[config.mk]
export PLATFORM = sky130hd
export DESIGN_NAME = control_botones_estado_flat
export DESIGN_NICKNAME = d
export VERILOG_FILES = /design/src/rtl/control_botones_estado_pkg.sv /design/src/rtl/control_botones_estado_if.sv /design/src/rtl/control_botones_estado_antirrebote.sv /design/src/rtl/control_botones_estado.sv /design/src/flat_wrapper.sv
export SDC_FILE = /design/constraint.sdc
export NUM_CORES = 1
export LEC_CHECK = 0
export CAP_MARGIN = 30
export CORE_MARGIN = 5
export CORE_UTILIZATION = 30
export CTS_BUF_LIST = sky130_fd_sc_hd__clkbuf_4
export CTS_CLUSTER_DIAMETER = 60
export DETAILED_ROUTE_END_ITERATION = 6
export PLACE_DENSITY_LB_ADDON = 0.1
export SLEW_MARGIN = 20
export SYNTH_ARGS = -nofsm -noshare
export SYNTH_HDL_FRONTEND = slang
export SYNTH_SLANG_ARGS = --single-unit
[constraint.sdc]
create_clock -name iClk -period 2.5 [get_ports iClk]
set_clock_uncertainty 0.05 [all_clocks]
set_input_delay 0.375 -clock iClk [delete_from_list [all_inputs] [get_ports iClk]]
set_output_delay 0.375 -clock iClk [all_outputs]
set_load 0.005 [all_outputs]
[src/rtl/control_botones_estado_pkg.sv]
`default_nettype none
// ============================================================================
// estado_pkg : restart FSM encoding, LED one-hot codes, acknowledge value
// Revision   : 1.0
// ============================================================================
package estado_pkg;

  typedef enum logic [1:0] {
    IDLE   = 2'd0,
    ASSERT = 2'd1,
    ERROR  = 2'd2
  } estado_fsm_e;

  localparam logic [3:0] C_LED_0 = 4'b0001;
  localparam logic [3:0] C_LED_1 = 4'b0010;
  localparam logic [3:0] C_LED_2 = 4'b0100;
  localparam logic [3:0] C_LED_3 = 4'b1000;

  // The sequence machine reports state 0 once it has taken the restart.
  localparam logic [1:0] C_VALOR_ACK = 2'd0;

  function automatic logic [3:0] decode_led(input logic [1:0] valor);
    logic [3:0] led;
    case (valor)
      2'd0:    led = C_LED_0;
      2'd1:    led = C_LED_1;
      2'd2:    led = C_LED_2;
      default: led = C_LED_3;
    endcase
    return led;
  endfunction

endpackage
`default_nettype wire

[src/rtl/control_botones_estado_if.sv]
`default_nettype none
// ============================================================================
// control_botones_estado_if : buttons, state feedback and control outputs
// Revision                  : 1.0
// ============================================================================
interface control_botones_estado_if;
  import estado_pkg::*;

  logic       iBtnRestart;
  logic       iBtnPause;
  logic [1:0] iValorEstado;
  logic       oRestart;
  logic       oPause;
  logic       oError;
  logic [3:0] oEstadoLed;

  modport master (
    output iBtnRestart, iBtnPause, iValorEstado,
    input  oRestart, oPause, oError, oEstadoLed
  );

  modport slave (
    input  iBtnRestart, iBtnPause, iValorEstado,
    output oRestart, oPause, oError, oEstadoLed
  );
endinterface
`default_nettype wire

[src/rtl/control_botones_estado_antirrebote.sv]
`default_nettype none
// ============================================================================
// antirrebote : 2-flop synchroniser, debounce counter, 1-cycle press pulse
// Revision    : 1.0
// ============================================================================
module antirrebote #(
  parameter int DEBOUNCE_CYCLES = 50000,
  parameter int CNT_W           = $clog2(DEBOUNCE_CYCLES + 1)
) (
  input  wire logic clk,
  input  wire logic rst,
  input  wire logic i_btn,
  output logic      o_press
);

  localparam logic [CNT_W-1:0] C_CNT_LAST = CNT_W'(DEBOUNCE_CYCLES - 1);

  logic             sync1_q, sync1_d;
  logic             sync2_q, sync2_d;
  logic             deb_q, deb_d;
  logic             deb_prev_q, deb_prev_d;
  logic             press_q, press_d;
  logic [CNT_W-1:0] cnt_q, cnt_d;

  always_comb begin
    sync1_d    = i_btn;
    sync2_d    = sync1_q;
    deb_d      = deb_q;
    cnt_d      = '0;
    deb_prev_d = deb_q;
    // Only the rising edge of the filtered level is an event.
    press_d    = deb_q & ~deb_prev_q;
    if (sync2_q != deb_q) begin
      if (cnt_q == C_CNT_LAST) begin
        deb_d = sync2_q;
      end else begin
        cnt_d = cnt_q + 1'b1;
      end
    end
  end

  always_ff @(posedge clk) begin
    if (rst) begin
      sync1_q    <= 1'b0;
      sync2_q    <= 1'b0;
      deb_q      <= 1'b0;
      deb_prev_q <= 1'b0;
      press_q    <= 1'b0;
      cnt_q      <= '0;
    end else begin
      sync1_q    <= sync1_d;
      sync2_q    <= sync2_d;
      deb_q      <= deb_d;
      deb_prev_q <= deb_prev_d;
      press_q    <= press_d;
      cnt_q      <= cnt_d;
    end
  end

  assign o_press = press_q;

endmodule
`default_nettype wire

[src/rtl/control_botones_estado.sv]
`default_nettype none
// ============================================================================
// control_botones_estado : debounced restart/pause front-end with ack timeout
// Revision               : 1.0
// ============================================================================
module control_botones_estado
  import estado_pkg::*;
#(
  parameter int DEBOUNCE_CYCLES = 50000,
  parameter int RESTART_MIN     = 4,
  parameter int RESTART_TIMEOUT = 1000
) (
  input  wire logic              iClk,
  input  wire logic              iReset,
  control_botones_estado_if.slave bus
);

  localparam int C_MAX_CNT = (DEBOUNCE_CYCLES > RESTART_TIMEOUT) ? DEBOUNCE_CYCLES
                                                                 : RESTART_TIMEOUT;
  localparam int CNT_W = $clog2(C_MAX_CNT + 1);
  localparam logic [CNT_W-1:0] C_HOLD_MIN = CNT_W'(RESTART_MIN - 1);
  localparam logic [CNT_W-1:0] C_HOLD_TO  = CNT_W'(RESTART_TIMEOUT - 1);

  logic press_restart;
  logic press_pause;

  antirrebote #(
    .DEBOUNCE_CYCLES (DEBOUNCE_CYCLES),
    .CNT_W           (CNT_W)
  ) u_deb_restart (
    .clk     (iClk),
    .rst     (iReset),
    .i_btn   (bus.iBtnRestart),
    .o_press (press_restart)
  );

  antirrebote #(
    .DEBOUNCE_CYCLES (DEBOUNCE_CYCLES),
    .CNT_W           (CNT_W)
  ) u_deb_pause (
    .clk     (iClk),
    .rst     (iReset),
    .i_btn   (bus.iBtnPause),
    .o_press (press_pause)
  );

  estado_fsm_e      state_q, state_d;
  logic             restart_q, restart_d;
  logic             pause_q, pause_d;
  logic             error_q, error_d;
  logic [CNT_W-1:0] hold_cnt_q, hold_cnt_d;
  logic [3:0]       led_q, led_d;

  always_comb begin
    state_d    = state_q;
    restart_d  = restart_q;
    pause_d    = pause_q;
    error_d    = error_q;
    hold_cnt_d = hold_cnt_q;
    led_d      = decode_led(bus.iValorEstado);

    case (state_q)
      IDLE, ERROR: begin
        // Restart outranks a same-cycle pause press and always unpauses.
        if (press_restart) begin
          state_d    = ASSERT;
          restart_d  = 1'b1;
          pause_d    = 1'b0;
          error_d    = 1'b0;
          hold_cnt_d = '0;
        end else if (press_pause) begin
          pause_d = ~pause_q;
        end
      end
      ASSERT: begin
        restart_d  = 1'b1;
        hold_cnt_d = hold_cnt_q + 1'b1;
        if ((hold_cnt_q >= C_HOLD_MIN) && (bus.iValorEstado == C_VALOR_ACK)) begin
          state_d    = IDLE;
          restart_d  = 1'b0;
          hold_cnt_d = '0;
        end else if (hold_cnt_q == C_HOLD_TO) begin
          state_d    = ERROR;
          restart_d  = 1'b0;
          error_d    = 1'b1;
          hold_cnt_d = '0;
        end
      end
      default: begin
        state_d   = IDLE;
        restart_d = 1'b0;
      end
    endcase
  end

  always_ff @(posedge iClk) begin
    if (iReset) begin
      state_q    <= IDLE;
      restart_q  <= 1'b0;
      pause_q    <= 1'b0;
      error_q    <= 1'b0;
      hold_cnt_q <= '0;
      led_q      <= 4'b0000;
    end else begin
      state_q    <= state_d;
      restart_q  <= restart_d;
      pause_q    <= pause_d;
      error_q    <= error_d;
      hold_cnt_q <= hold_cnt_d;
      led_q      <= led_d;
    end
  end

  assign bus.oRestart   = restart_q;
  assign bus.oPause     = pause_q;
  assign bus.oError     = error_q;
  assign bus.oEstadoLed = led_q;

endmodule
`default_nettype wire

[src/flat_wrapper.sv]
// flat-port wrapper written by rule: the top's interface ports become plain ports
module control_botones_estado_flat import estado_pkg::*;
#(
  parameter int DEBOUNCE_CYCLES = 50000,
  parameter int RESTART_MIN     = 4,
  parameter int RESTART_TIMEOUT = 1000
)
  (iClk, iReset, bus_iBtnRestart, bus_iBtnPause, bus_iValorEstado, bus_oRestart, bus_oPause, bus_oError, bus_oEstadoLed);
  control_botones_estado_if bus_i ();
  input  wire logic iClk;
  input  wire logic iReset;
  input wire logic [$bits(bus_i.iBtnRestart)-1:0] bus_iBtnRestart;
  input wire logic [$bits(bus_i.iBtnPause)-1:0] bus_iBtnPause;
  input wire logic [$bits(bus_i.iValorEstado)-1:0] bus_iValorEstado;
  output wire logic [$bits(bus_i.oRestart)-1:0] bus_oRestart;
  output wire logic [$bits(bus_i.oPause)-1:0] bus_oPause;
  output wire logic [$bits(bus_i.oError)-1:0] bus_oError;
  output wire logic [$bits(bus_i.oEstadoLed)-1:0] bus_oEstadoLed;
  assign bus_i.iBtnRestart = bus_iBtnRestart;
  assign bus_i.iBtnPause = bus_iBtnPause;
  assign bus_i.iValorEstado = bus_iValorEstado;
  assign bus_oRestart = bus_i.oRestart;
  assign bus_oPause = bus_i.oPause;
  assign bus_oError = bus_i.oError;
  assign bus_oEstadoLed = bus_i.oEstadoLed;
  control_botones_estado #(.DEBOUNCE_CYCLES(DEBOUNCE_CYCLES), .RESTART_MIN(RESTART_MIN), .RESTART_TIMEOUT(RESTART_TIMEOUT)) u_core (.iClk(iClk), .iReset(iReset), .bus(bus_i));
endmodule
==> flow_summary.json <==
{
  "reg2reg_depth": 4,
  "ys.flop_type": "dfxtp_1",
  "grt_usage_pct": 11.1,
  "routabilityCongestion": 0.814,
  "crit_required_ns": 2.71,
  "wl_per_cell_um": 12.7,
  "worstMarginPinSlew_ns": 0.730,
  "die_area_um2": 11800,
  "die_h_um": 109,
  "crit_arrival_ns": 2.50,
  "timing.rr.start": "u_core.hold_cnt_q[12]",
  "p_leak_uw": 0.00103,
  "clock_path_buffers": 2,
  "fp.coreArea_um2": 9640,
  "ys_seq_area_share_pct": 45.9,
  "post-synth-top-area-cell": "dfxtp_1",
  "fp-row-count": 36,
  "grt_setup_unrepaired": "no",
  "finalNetCount": 346,
  "hp-start": "u_core.u_deb_pause.deb_prev_q",
  "final-hold-violation-count": 0,
  "wl_um": 6040,
  "hold_class": "flop to flop",
  "htreeDepth": 3,
  "avgSynthCellArea_um2": 9.20,
  "syn_to_final_growth_pct": 14.0,
  "report.final.slew_viol_count": 0,
  "grt_max_degree": 17,
  "setup_viol": 0,
  "critPathLaunchType": "flop",
  "synth_cell_types": 46,
  "grt_pass1_wl_um": 10300,
  "status": "completed",
  "cts_buffers": 9,
  "fmax_ghz": 0.436,
  "clkSinkCount": 67,
  "yosys_register_bits": 67,
  "initial_utilization_pct": 30.3,
  "first_pass_iters": 4,
  "async_flop_share_pct": 0,
  "postSynthNetCount": 327,
  "synth_edf_count": 0,
  "hpwl_um": 4280,
  "cp_max_fo": 8,
  "gr-total-overflow": 0,
  "path_clk_slew_ns": 0.11,
  "r2r_slack_ns": 0.21,
  "endpoint": "u_core.hold_cnt_q[5]",
  "cts_setup_buffers": 0,
  "synth_top_area_share_pct": 45.9,
  "finalCritPeriodShare_pct": 91.6,
  "cts_tree": "done",
  "diodes": 0,
  "io_buffers": 12,
  "hold_buffers": 0,
  "dieWidth_um": 109,
  "ios": 13,
  "syn_inst": 318,
  "fin_setup_tns_ns": 0,
  "drcViolationCount": 0,
  "cts-resized-gates": 0,
  "setup.worst_path.class": "flop to flop",
  "drtIter0Drc": 76,
  "rr_endpoint": "u_core.hold_cnt_q[5]",
  "ant_nets": 0,
  "clk_latency_ns": 0.40,
  "cellPowerDensity_nw_per_um2": 545,
  "antenna_found_initial": 0,
  "grt_pass1_vias": 2233,
  "yosysMostFrequentCell": "dfxtp_1",
  "maxCapViolations": 0,
  "yosysWarnings": 0,
  "peakVddDrop_v": 0.000168,
  "vias": 2261,
  "slew_headroom_pct": 51.2,
  "vias_per_cell": 4.77,
  "synth_area_um2": 2920,
  "synth_area_leaders": "dfxtp_1 46%, xnor2_1 6.6%, nor2_1 5.9%",
  "cts_root_buffer": "clkbuf_4",
  "synth_common_cells": "67 x dfxtp_1, 46 x nor2_1, 22 x xnor2_1",
  "startpoint": "u_core.hold_cnt_q[12]",
  "drive_gt1_share_pct": 8.50,
  "fin_crit_ns": 2.29,
  "whs_ns": 0.331,
  "cp-end-kind": "flop"
}
[layout make-up]
type	instances	area, um2
inverters	9	33.8
clock inverters	4	42.5
clock buffers	11	82.6
multi-input cells	230	1490
flip-flops and latches	67	1340
well taps	133	166
fillers	1031	6300
repair buffers	20	180
[kinds of logic after synthesis]
| logic type | share of synthesized area [%] |
|---|---|
| AND/OR/NAND/NOR | 29.7 |
| XOR/XNOR | 9.88 |
| adder cells (fa/ha/maj) | 1.28 |
| buffers and inverters | 3.25 |
| AO/OA/AOI/OAI | 9.03 |
| flip-flops | 45.9 |
| multiplexers | 1.03 |
[power by group]
| part | total (uW) | internal, uW | switching [uW] |
|---|---|---|---|
| Combinational | 52.1 | 26.0 | 26.1 |
| Clock | 684 | 315 | 369 |
| Sequential | 1080 | 1070 | 5.72 |
[metal layers]
metal | global-route usage (%) | routed length [um]
met4 | 5.68 | 130
met5 | 0 | 0
met1 | 13.4 | 2810
met2 | 18.2 | 2940
met3 | 3.08 | 165
[sequential cells by signal (all words and copies together) (netlist names), 2 cells and up]
name,count
u_core.u_deb_pause.cnt_q,16
u_core.state_q,2
u_core.bus.oEstadoLed,4
u_core.u_deb_restart.cnt_q,16
u_core.hold_cnt_q,16
[worst max-delay path, stage by stage, from the launching register on]
cell      delay, ns
dfxtp_1        0.37
or4_4          0.57
o41a_1         0.57
o221ai_2       0.47
nor2_1         0.11
[stage by stage]
stage,total power (uW),cell area [um2],setup WS (ns),util (%),instances
final,1820,3330,0.209,34.6,474
after global routing,1900,3330,0.0854,34.6,474
after CTS,1860,3330,0.207,34.6,474
after detailed placement,1160,3210,0.237,33.3,459
after global placement,1160,3210,0.265,33.3,459
after floorplan,1130,2920,0.293,-,318
[placed cells by master (no fill, tap or decap), types with 3 or more instances in the layout]
cell type	count
dfxtp_1	67
nor2_1	46
xnor2_1	22
nand4_1	16
nand3_1	15
nand2_1	14
clkdlybuf4s50_1	12
a21oi_1	11
xor2_1	11
clkbuf_4	11
nor2b_1	10
inv_1	9
buf_4	8
or4_1	7
nor3_1	7
nor4_1	6
or3_1	5
and3_1	5
o21ai_0	5
a31oi_1	4
a211oi_1	4
nand4b_1	3
mux2i_1	3
o31ai_1	3
or4_4	3
nand4bb_1	3
nand2b_1	3
ha_1	3
[how the worst min path moves through the flow]
stage                                               to  slack (ns)  depth (start not counted)
after floorplan             u_core.u_deb_pause.o_press        0.32                          1
after CTS                   u_core.u_deb_pause.o_press        0.33                          1
after global routing        u_core.u_deb_pause.o_press        0.34                          1
after global placement    u_core.u_deb_restart.o_press        0.32                          1
after detailed placement  u_core.u_deb_restart.o_press        0.33                          1
final                       u_core.u_deb_pause.o_press        0.33                          1
(Power assumes the default switching activity.)
